File: config.mk
export PLATFORM = sky130hd
export DESIGN_NAME = hcsr04_medidor_flat
export DESIGN_NICKNAME = d
export VERILOG_FILES = /design/src/rtl/hcsr04_medidor_pkg.sv /design/src/rtl/hcsr04_medidor_if.sv /design/src/rtl/hcsr04_medidor_contador_bcd_3digitos.sv /design/src/rtl/hcsr04_medidor.sv /design/src/flat_wrapper.sv
export SDC_FILE = /design/constraint.sdc
export NUM_CORES = 1
export LEC_CHECK = 0
export ABC_CLOCK_PERIOD_IN_PS = 2400
export CORE_MARGIN = 2
export CORE_UTILIZATION = 50
export DETAILED_ROUTE_END_ITERATION = 8
export PLACE_DENSITY = 0.76
export REMOVE_ABC_BUFFERS = 1
export SETUP_SLACK_MARGIN = 0.02
export SYNTH_ARGS = -nofsm -noshare
export SYNTH_HDL_FRONTEND = slang
export SYNTH_HIERARCHICAL = 1
export SYNTH_SLANG_ARGS = --single-unit
export TNS_END_PERCENT = 10
File: constraint.sdc
create_clock -name clock -period 2.4 [get_ports clock]
set_clock_uncertainty 0.05 [all_clocks]
set_input_delay 0.24 -clock clock [delete_from_list [all_inputs] [get_ports clock]]
set_output_delay 0.24 -clock clock [all_outputs]
set_load 0.02 [all_outputs]
File: src/rtl/hcsr04_medidor_pkg.sv
// Shared definitions for the HC-SR04 measurement stage: FSM state codes,
// BCD geometry and the saturating 3-digit BCD increment.
package hcsr04_medidor_pkg;

    localparam int BCD_DIGITO_W = 4;
    localparam int BCD_DIGITOS  = 3;
    localparam int BCD_W        = BCD_DIGITO_W * BCD_DIGITOS;
    localparam logic [BCD_W-1:0] BCD_SATURADO = 12'h999;

    typedef enum logic [3:0] {
        INICIAL       = 4'h0,
        PREPARA       = 4'h1,
        ENVIA_TRIGGER = 4'h2,
        ESPERA_ECHO   = 4'h3,
        MEDE          = 4'h4,
        ARMAZENA      = 4'h5,
        FINAL         = 4'h6,
        ERRO          = 4'hF
    } estado_t;

    // Adds one with decimal carry across digits; 999 is sticky.
    function automatic logic [BCD_W-1:0] bcd_incrementa(input logic [BCD_W-1:0] valor);
        logic [BCD_W-1:0] r;
        logic             carry;
        r     = valor;
        carry = (valor != BCD_SATURADO);
        for (int d = 0; d < BCD_DIGITOS; d++) begin
            if (carry) begin
                if (r[d*BCD_DIGITO_W +: BCD_DIGITO_W] == 4'd9) begin
                    r[d*BCD_DIGITO_W +: BCD_DIGITO_W] = 4'd0;
                end else begin
                    r[d*BCD_DIGITO_W +: BCD_DIGITO_W] = r[d*BCD_DIGITO_W +: BCD_DIGITO_W] + 4'd1;
                    carry = 1'b0;
                end
            end
        end
        return r;
    endfunction

endpackage

File: src/rtl/hcsr04_medidor_if.sv
// Signal bundle between the range finder's control/datapath and the measurement stage.
interface hcsr04_medidor_if;
    import hcsr04_medidor_pkg::*;

    logic             medir;
    logic             echo;
    logic             trigger;
    logic [BCD_W-1:0] medida;
    logic             pronto;
    logic             erro;
    logic [3:0]       db_estado;

    modport master (
        output medir, echo,
        input  trigger, medida, pronto, erro, db_estado
    );

    modport slave (
        input  medir, echo,
        output trigger, medida, pronto, erro, db_estado
    );

endinterface

File: src/rtl/hcsr04_medidor_contador_bcd_3digitos.sv
// Three-digit BCD centimetre counter: synchronous clear, increment enable,
// saturates at 999. Also exposes the value it would take on the next increment.
module contador_bcd_3digitos
    import hcsr04_medidor_pkg::*;
(
    input  logic             clock,
    input  logic             reset,
    input  logic             limpa,
    input  logic             incrementa,
    output logic [BCD_W-1:0] valor,
    output logic [BCD_W-1:0] proximo
);

    assign proximo = bcd_incrementa(valor);

    // NOTE: non-blocking assignments so every register samples pre-edge values.
    always_ff @(posedge clock or negedge reset) begin
        if (!reset) begin
            valor <= '0;
        end else if (limpa) begin
            valor <= '0;
        end else if (incrementa) begin
            valor <= proximo;
        end
    end

endmodule

File: src/rtl/hcsr04_medidor.sv
// HC-SR04 measurement stage: fires the trigger on medir, times the echo pulse and
// reports its width in centimetres as 3-digit BCD, with timeouts on both echo edges.
module hcsr04_medidor
    import hcsr04_medidor_pkg::*;
#(
    parameter int TRIGGER_CYCLES = 500,
    parameter int CYCLES_PER_CM  = 2941,
    parameter int TIMEOUT_CYCLES = 1_500_000
) (
    input  logic             clock,
    input  logic             reset,
    hcsr04_medidor_if.slave  bus
);

    localparam int CNT_MAX = (TIMEOUT_CYCLES > TRIGGER_CYCLES) ? TIMEOUT_CYCLES : TRIGGER_CYCLES;
    localparam int CNT_W   = $clog2(CNT_MAX + 1);
    localparam int TICK_W  = $clog2(CYCLES_PER_CM + 1);

    localparam logic [CNT_W-1:0]  TRIG_FIM    = CNT_W'(TRIGGER_CYCLES - 1);
    localparam logic [CNT_W-1:0]  TIMEOUT_FIM = CNT_W'(TIMEOUT_CYCLES - 1);
    localparam logic [TICK_W-1:0] TICK_FIM    = TICK_W'(CYCLES_PER_CM - 1);
    localparam logic [TICK_W-1:0] TICK_METADE = TICK_W'(CYCLES_PER_CM / 2);

    estado_t          estado;
    logic [CNT_W-1:0] contador;
    logic [TICK_W-1:0] tick;
    logic [TICK_W-1:0] tick_prox;
    logic             echo_meta;
    logic             echo_s;
    logic             conta_tick;
    logic             arredonda;
    logic             trigger_q;
    logic             pronto_q;
    logic             erro_q;
    logic [BCD_W-1:0] medida_q;
    logic [BCD_W-1:0] bcd_valor;
    logic [BCD_W-1:0] bcd_proximo;

    // Two-flop synchroniser; the same delay hits both edges, so width is preserved.
    always_ff @(posedge clock or negedge reset) begin
        if (!reset) begin
            echo_meta <= 1'b0;
            echo_s    <= 1'b0;
        end else begin
            echo_meta <= bus.echo;
            echo_s    <= echo_meta;
        end
    end

    // NOTE: every always_comb output gets a default first, so no path infers a latch.
    always_comb begin
        conta_tick = 1'b0;
        tick_prox  = tick + TICK_W'(1);
        arredonda  = (tick >= TICK_METADE);
        if (tick == TICK_FIM) begin
            tick_prox = '0;
        end
        // The rise cycle itself is counted, so ESPERA_ECHO contributes one tick.
        if (echo_s && ((estado == ESPERA_ECHO) ||
                       (estado == MEDE && contador != TIMEOUT_FIM))) begin
            conta_tick = 1'b1;
        end
    end

    contador_bcd_3digitos u_bcd (
        .clock      (clock),
        .reset      (reset),
        .limpa      (estado == PREPARA),
        .incrementa (conta_tick && (tick == TICK_FIM)),
        .valor      (bcd_valor),
        .proximo    (bcd_proximo)
    );

    always_ff @(posedge clock or negedge reset) begin
        if (!reset) begin
            estado    <= INICIAL;
            contador  <= '0;
            tick      <= '0;
            trigger_q <= 1'b0;
            pronto_q  <= 1'b0;
            erro_q    <= 1'b0;
            medida_q  <= '0;
        end else begin
            pronto_q <= 1'b0;
            if (conta_tick) begin
                tick <= tick_prox;
            end
            case (estado)
                INICIAL: begin
                    if (bus.medir) begin
                        estado <= PREPARA;
                    end
                end
                PREPARA: begin
                    contador  <= '0;
                    tick      <= '0;
                    erro_q    <= 1'b0;
                    trigger_q <= 1'b1;
                    estado    <= ENVIA_TRIGGER;
                end
                ENVIA_TRIGGER: begin
                    if (contador == TRIG_FIM) begin
                        trigger_q <= 1'b0;
                        contador  <= '0;
                        estado    <= ESPERA_ECHO;
                    end else begin
                        contador <= contador + CNT_W'(1);
                    end
                end
                ESPERA_ECHO: begin
                    if (echo_s) begin
                        contador <= CNT_W'(1);
                        estado   <= MEDE;
                    end else if (contador == TIMEOUT_FIM) begin
                        pronto_q <= 1'b1;
                        erro_q   <= 1'b1;
                        estado   <= ERRO;
                    end else begin
                        contador <= contador + CNT_W'(1);
                    end
                end
                MEDE: begin
                    if (!echo_s) begin
                        estado <= ARMAZENA;
                    end else if (contador == TIMEOUT_FIM) begin
                        pronto_q <= 1'b1;
                        erro_q   <= 1'b1;
                        estado   <= ERRO;
                    end else begin
                        contador <= contador + CNT_W'(1);
                    end
                end
                ARMAZENA: begin
                    medida_q <= arredonda ? bcd_proximo : bcd_valor;
                    pronto_q <= 1'b1;
                    estado   <= FINAL;
                end
                FINAL:   estado <= INICIAL;
                ERRO:    estado <= INICIAL;
                default: estado <= INICIAL;
            endcase
        end
    end

    assign bus.trigger   = trigger_q;
    assign bus.pronto    = pronto_q;
    assign bus.erro      = erro_q;
    assign bus.medida    = medida_q;
    assign bus.db_estado = estado;

endmodule
File: src/flat_wrapper.sv
// flat-port wrapper written by rule: the top's interface ports become plain ports
module hcsr04_medidor_flat import hcsr04_medidor_pkg::*;
#(
    parameter int TRIGGER_CYCLES = 500,
    parameter int CYCLES_PER_CM  = 2941,
    parameter int TIMEOUT_CYCLES = 1_500_000
)
  (clock, reset, bus_medir, bus_echo, bus_trigger, bus_medida, bus_pronto, bus_erro, bus_db_estado);
  hcsr04_medidor_if bus_i ();
  input  logic clock;
  input  logic reset;
  input wire logic [$bits(bus_i.medir)-1:0] bus_medir;
  input wire logic [$bits(bus_i.echo)-1:0] bus_echo;
  output wire logic [$bits(bus_i.trigger)-1:0] bus_trigger;
  output wire logic [$bits(bus_i.medida)-1:0] bus_medida;
  output wire logic [$bits(bus_i.pronto)-1:0] bus_pronto;
  output wire logic [$bits(bus_i.erro)-1:0] bus_erro;
  output wire logic [$bits(bus_i.db_estado)-1:0] bus_db_estado;
  assign bus_i.medir = bus_medir;
  assign bus_i.echo = bus_echo;
  assign bus_trigger = bus_i.trigger;
  assign bus_medida = bus_i.medida;
  assign bus_pronto = bus_i.pronto;
  assign bus_erro = bus_i.erro;
  assign bus_db_estado = bus_i.db_estado;
  hcsr04_medidor #(.TRIGGER_CYCLES(TRIGGER_CYCLES), .CYCLES_PER_CM(CYCLES_PER_CM), .TIMEOUT_CYCLES(TIMEOUT_CYCLES)) u_core (.clock(clock), .reset(reset), .bus(bus_i));
endmodule
==> results of run 1 <==
-- Yosys cell counts (all sizes together) (3+ instances only) --
library cell / instances / area [µm²]
inv: 14 / 52.6
nor2: 45 / 169
nand2b: 8 / 50.1
a32o: 4 / 40.0
o41ai: 4 / 35.0
nand3: 27 / 135
nand4: 12 / 75.1
nand4bb: 3 / 50.1
nand4b: 4 / 35.0
nand2: 41 / 156
clkbuf: 17 / 63.8
o21a: 4 / 31.3
o31ai: 5 / 37.5
nor2b: 10 / 62.6
ha: 4 / 50.1
o311ai: 5 / 43.8
xor2: 3 / 26.3
o211ai: 5 / 37.5
or4: 3 / 22.5
mux2i: 12 / 120
mux2: 6 / 67.6
nor3: 18 / 100
a21o: 7 / 55.1
dfrtp: 66 / 1650
or3: 3 / 18.8
and2: 4 / 26.3
and3: 3 / 18.8
a41oi: 4 / 35.0
a31oi: 5 / 31.3
a211oi: 5 / 37.5
o21ai: 24 / 120
nor4: 6 / 86.3
buf: 15 / 101
a21oi: 43 / 226
-- power by group through the flow --
stage	sequential (µW)	combinational (µW)	clock (µW)
2_1_floorplan	1570	798	0
3_3_place_gp	1380	1640	0
3_5_place_dp	1390	1660	0
4_1_cts	1370	1670	943
5_1_grt	1400	1880	994
6_report	1370	1730	919
-- sequential cells by signal, indices dropped and copies added (netlist names) --
register	flops
u_core/contador	21
u_core/bus.medida	12
u_core/tick	12
u_core/u_bcd/valor	12
u_core/bus.db_estado	4
u_core/bus.erro	1
u_core/bus.pronto	1
u_core/bus.trigger	1
u_core/echo_meta	1
u_core/echo_s	1
-- path summary, 6_finish.rpt --
| kind | start | end | slack [ps] | depth (start not counted) |
|---|---|---|---|---|
| max | u_core/tick[0] | u_core/u_bcd/valor[11] | 30 | 9 |
| min | bus_echo | u_core/echo_meta | 290 | 1 |
| max reg2reg | u_core/tick[0] | u_core/u_bcd/valor[11] | 30 | 9 |
| min reg2reg | u_core/echo_meta | u_core/echo_s | 320 | 0 |
| max in group asynchronous | reset | u_core/tick[9] | 1110 | 3 |
| min in group asynchronous | reset | u_core/echo_s | 470 | 2 |
-- stage by stage --
step,area [µm²],hold slack (ps),total power [µW]
CTS,4900,279,3980
global route,5040,269,4270
detailed placement,4680,294,3050
floorplan,4020,-106,2370
finish,5040,292,4020
global placement,4680,294,3020
-- critical path, cell delays in order (launching register included) --
cell and delay (ps):
dfrtp_1 390, inv_1 100, ha_1 160, nand4bb_1 150, or3_1 410, nor2_4 130
buf_6 140, nand4_1 150, nor4_4 250, mux2_4 320
-- cells in the final DEF (no fill, tap or decap), types with 5 or more instances in the layout --
cell type / n
a211oi_1: 5
a21o_1: 5
a21oi_1: 41
a31oi_1: 5
buf_4: 49
clkbuf_8: 10
clkdlybuf4s50_1: 21
dfrtp_1: 65
inv_1: 14
mux2i_1: 12
nand2_1: 38
nand2b_1: 8
nand3_1: 27
nand4_1: 12
nor2_1: 41
nor2b_1: 10
nor3_1: 15
o211ai_1: 5
o21ai_0: 22
o31ai_1: 5
-- layout make-up --
class	count	area (µm²)
Clock buffer	12	145
Clock inverter	3	40.0
Fill cell	667	3140
Inverter	14	52.6
Multi-Input combinational cell	362	2410
Sequential cell	66	1650
Tap cell	105	131
Timing Repair Buffer	73	604
-- cells by family (layout without fill, tap and decap cells) --
logic type                 Yosys count  count (layout)
and+or+nand+nor                    198             198
AOI/OAI and AO/OA                  137             137
DFF                                 66              66
buffers and inverters               46             102
muxes                               18              18
xor gates and xnor gates             5               5
adders and majority gates            4               4
-- per-layer routing --
| layer | GRT usage [%] | vias to the layer above |
|---|---|---|
| li1 | - | 1869 |
| met4 | 9.76 | 0 |
| met1 | 32.5 | 1844 |
| met2 | 37.4 | 142 |
| met5 | 0 | - |
| met3 | 4.58 | 19 |
-- repair_timing --
item / in CTS / in global routing
hold buffers: 1 / 0
hold endpoints to repair: 30 / 0
gates cloned: 0 / 1
pin swaps: 2 / 7
buffers inserted: 1 / 7
endpoints found under the setup margin: 3 / 19
resized for setup: 5 / 20
==> metrics.log, run 1 <==
INFO  metric critical_path.startpoint_type = flip-flop
INFO  metric share_of_the_synthesized_area_in_compound_gates_ao_oa_aoi_oai = 22.0%
INFO  metric instances_no_fill = 635
INFO  metric synthesis.area = 4190 µm²
INFO  metric tritoncts.num_buffers = 9
INFO  metric fin_ws = 32.5 ps
INFO  metric synth_mux_area_share = 4.48%
INFO  metric timing.fmax = 422 MHz
INFO  metric largest_family_of_logic_cells_by_synthesized_area = simple AND/OR/NAND/NOR gates
INFO  metric antenna-diode-count = 0
INFO  metric place_ws = -55.1 ps
INFO  metric period_minus_slack = 2370 ps
INFO  metric dp_cells = 610
INFO  metric sequential_cell_area_fraction_in_the_yosys_report = 39.5%
INFO  metric drive_gt1_share = 19.6%
INFO  metric yosys_register_bits = 66
INFO  metric cap_violations = 0
INFO  metric fin_util = 61.6%
INFO  metric worst_pin_slew = 761 ps
INFO  metric top_layer = met4
INFO  metric wire_per_inst = 16.2 µm
INFO  metric grt.overflow.total = 0
INFO  metric vias = 3874
INFO  metric synth-xor-area-share = 1.05%
INFO  metric min_period_over_period = 98.6%
INFO  metric ant_nets = 0
INFO  metric synth-adder-area-share = 1.20%
INFO  metric place.gp.congestion = 0.902
INFO  metric ios = 23
INFO  metric drt_pass1_iterations = 5
INFO  metric wl_met3 = 594 µm
INFO  metric power_leakage = 0.00206 µW
INFO  metric critical_path.max_fanout = 6
INFO  metric fin_tns_setup = 0 ps
INFO  metric antenna_found_initial = 0
INFO  metric synthCells = 474
INFO  metric comb_power_share = 43.0%
INFO  metric power_per_cell_area = 798 nW/µm²
INFO  metric internal-power = 2460 µW
INFO  metric clk_path_buf_depth = 2
INFO  metric drt_drc_violations_left = 0
INFO  metric design.core.area = 8180 µm²
INFO  metric m1WireLength = 4710 µm
INFO  metric clock_insertion_delay_worst_skew = 340 ps
INFO  metric cts-root-buf = clkbuf_8
INFO  metric dieArea = 9120 µm²
INFO  metric number_of_clock_sinks_seen_by_cts = 66
INFO  metric hold_class = primary input to flip-flop
INFO  metric first_global_vias = 3576
INFO  metric clock_transition_at_path_regs = 70 ps
INFO  metric share_clk_of_total_power = 22.9%
INFO  metric setup_violations = 0
INFO  metric number_of_flops_mapped_to_enable_cells_by_yosys = 0
INFO  metric outcome = complete, no violations
INFO  metric post-dp-hpwl = 7010 µm
INFO  metric wl = 10300 µm
INFO  metric yosys.cell_types.count = 75
INFO  metric rsz0062_at_grt = true
INFO  metric final-max-slew-violation-count = 0
INFO  metric critical_path.endpoint_type = flip-flop
INFO  metric drt_initial_violations = 223
INFO  metric routed_via_density = 6.10
INFO  metric fp.dieW = 95.5 µm
INFO  metric post_synth_and_or_nand_nor_area_fraction = 26.6%
INFO  metric ys_async_sr_fraction = 100%
INFO  metric post_synth.cell_area_avg = 8.83 µm²
INFO  metric power.switching = 1560 µW
INFO  metric h-tree-depth = 3
INFO  metric overall_global_routing_resource_usage = 23.9%
INFO  metric nets = 534
INFO  metric grt_first_pass_wirelength = 17200 µm
INFO  metric max_slew_margin = 49.3%
INFO  metric yosys_warnings = 6
INFO  metric required = 2580 ps
INFO  metric worst_setup_path_class = flip-flop to flip-flop
INFO  metric rows = 33
INFO  metric synth_top_flop_cell = dfrtp_1
INFO  metric grt_max_degree = 34
INFO  metric power.sequential.fraction = 34.1%
INFO  metric fp.dieH = 95.5 µm
INFO  metric report.final.hold_viol_count = 0
INFO  metric timing.critical_path.arrival = 2550 ps
INFO  metric floorplan.initialDensity = 51.2%
INFO  metric syn_to_final_growth = 20.4%
INFO  metric vdd_ir_drop_max = 0.000408 V
INFO  metric port_buffer_cells = 22
INFO  metric tritoncts = done
INFO  metric dr_wl_met2 = 4820 µm
INFO  metric p_sw_share = 38.7%
(Power assumes the default switching activity.)
==> run 2, diff against run 1 <==
- CTS_CLUSTER_SIZE: default -> 30
- SLEW_MARGIN: default -> 30
==> results of run 2 <==
The final DEF is identical to that of run 1; final timing and power are the same.
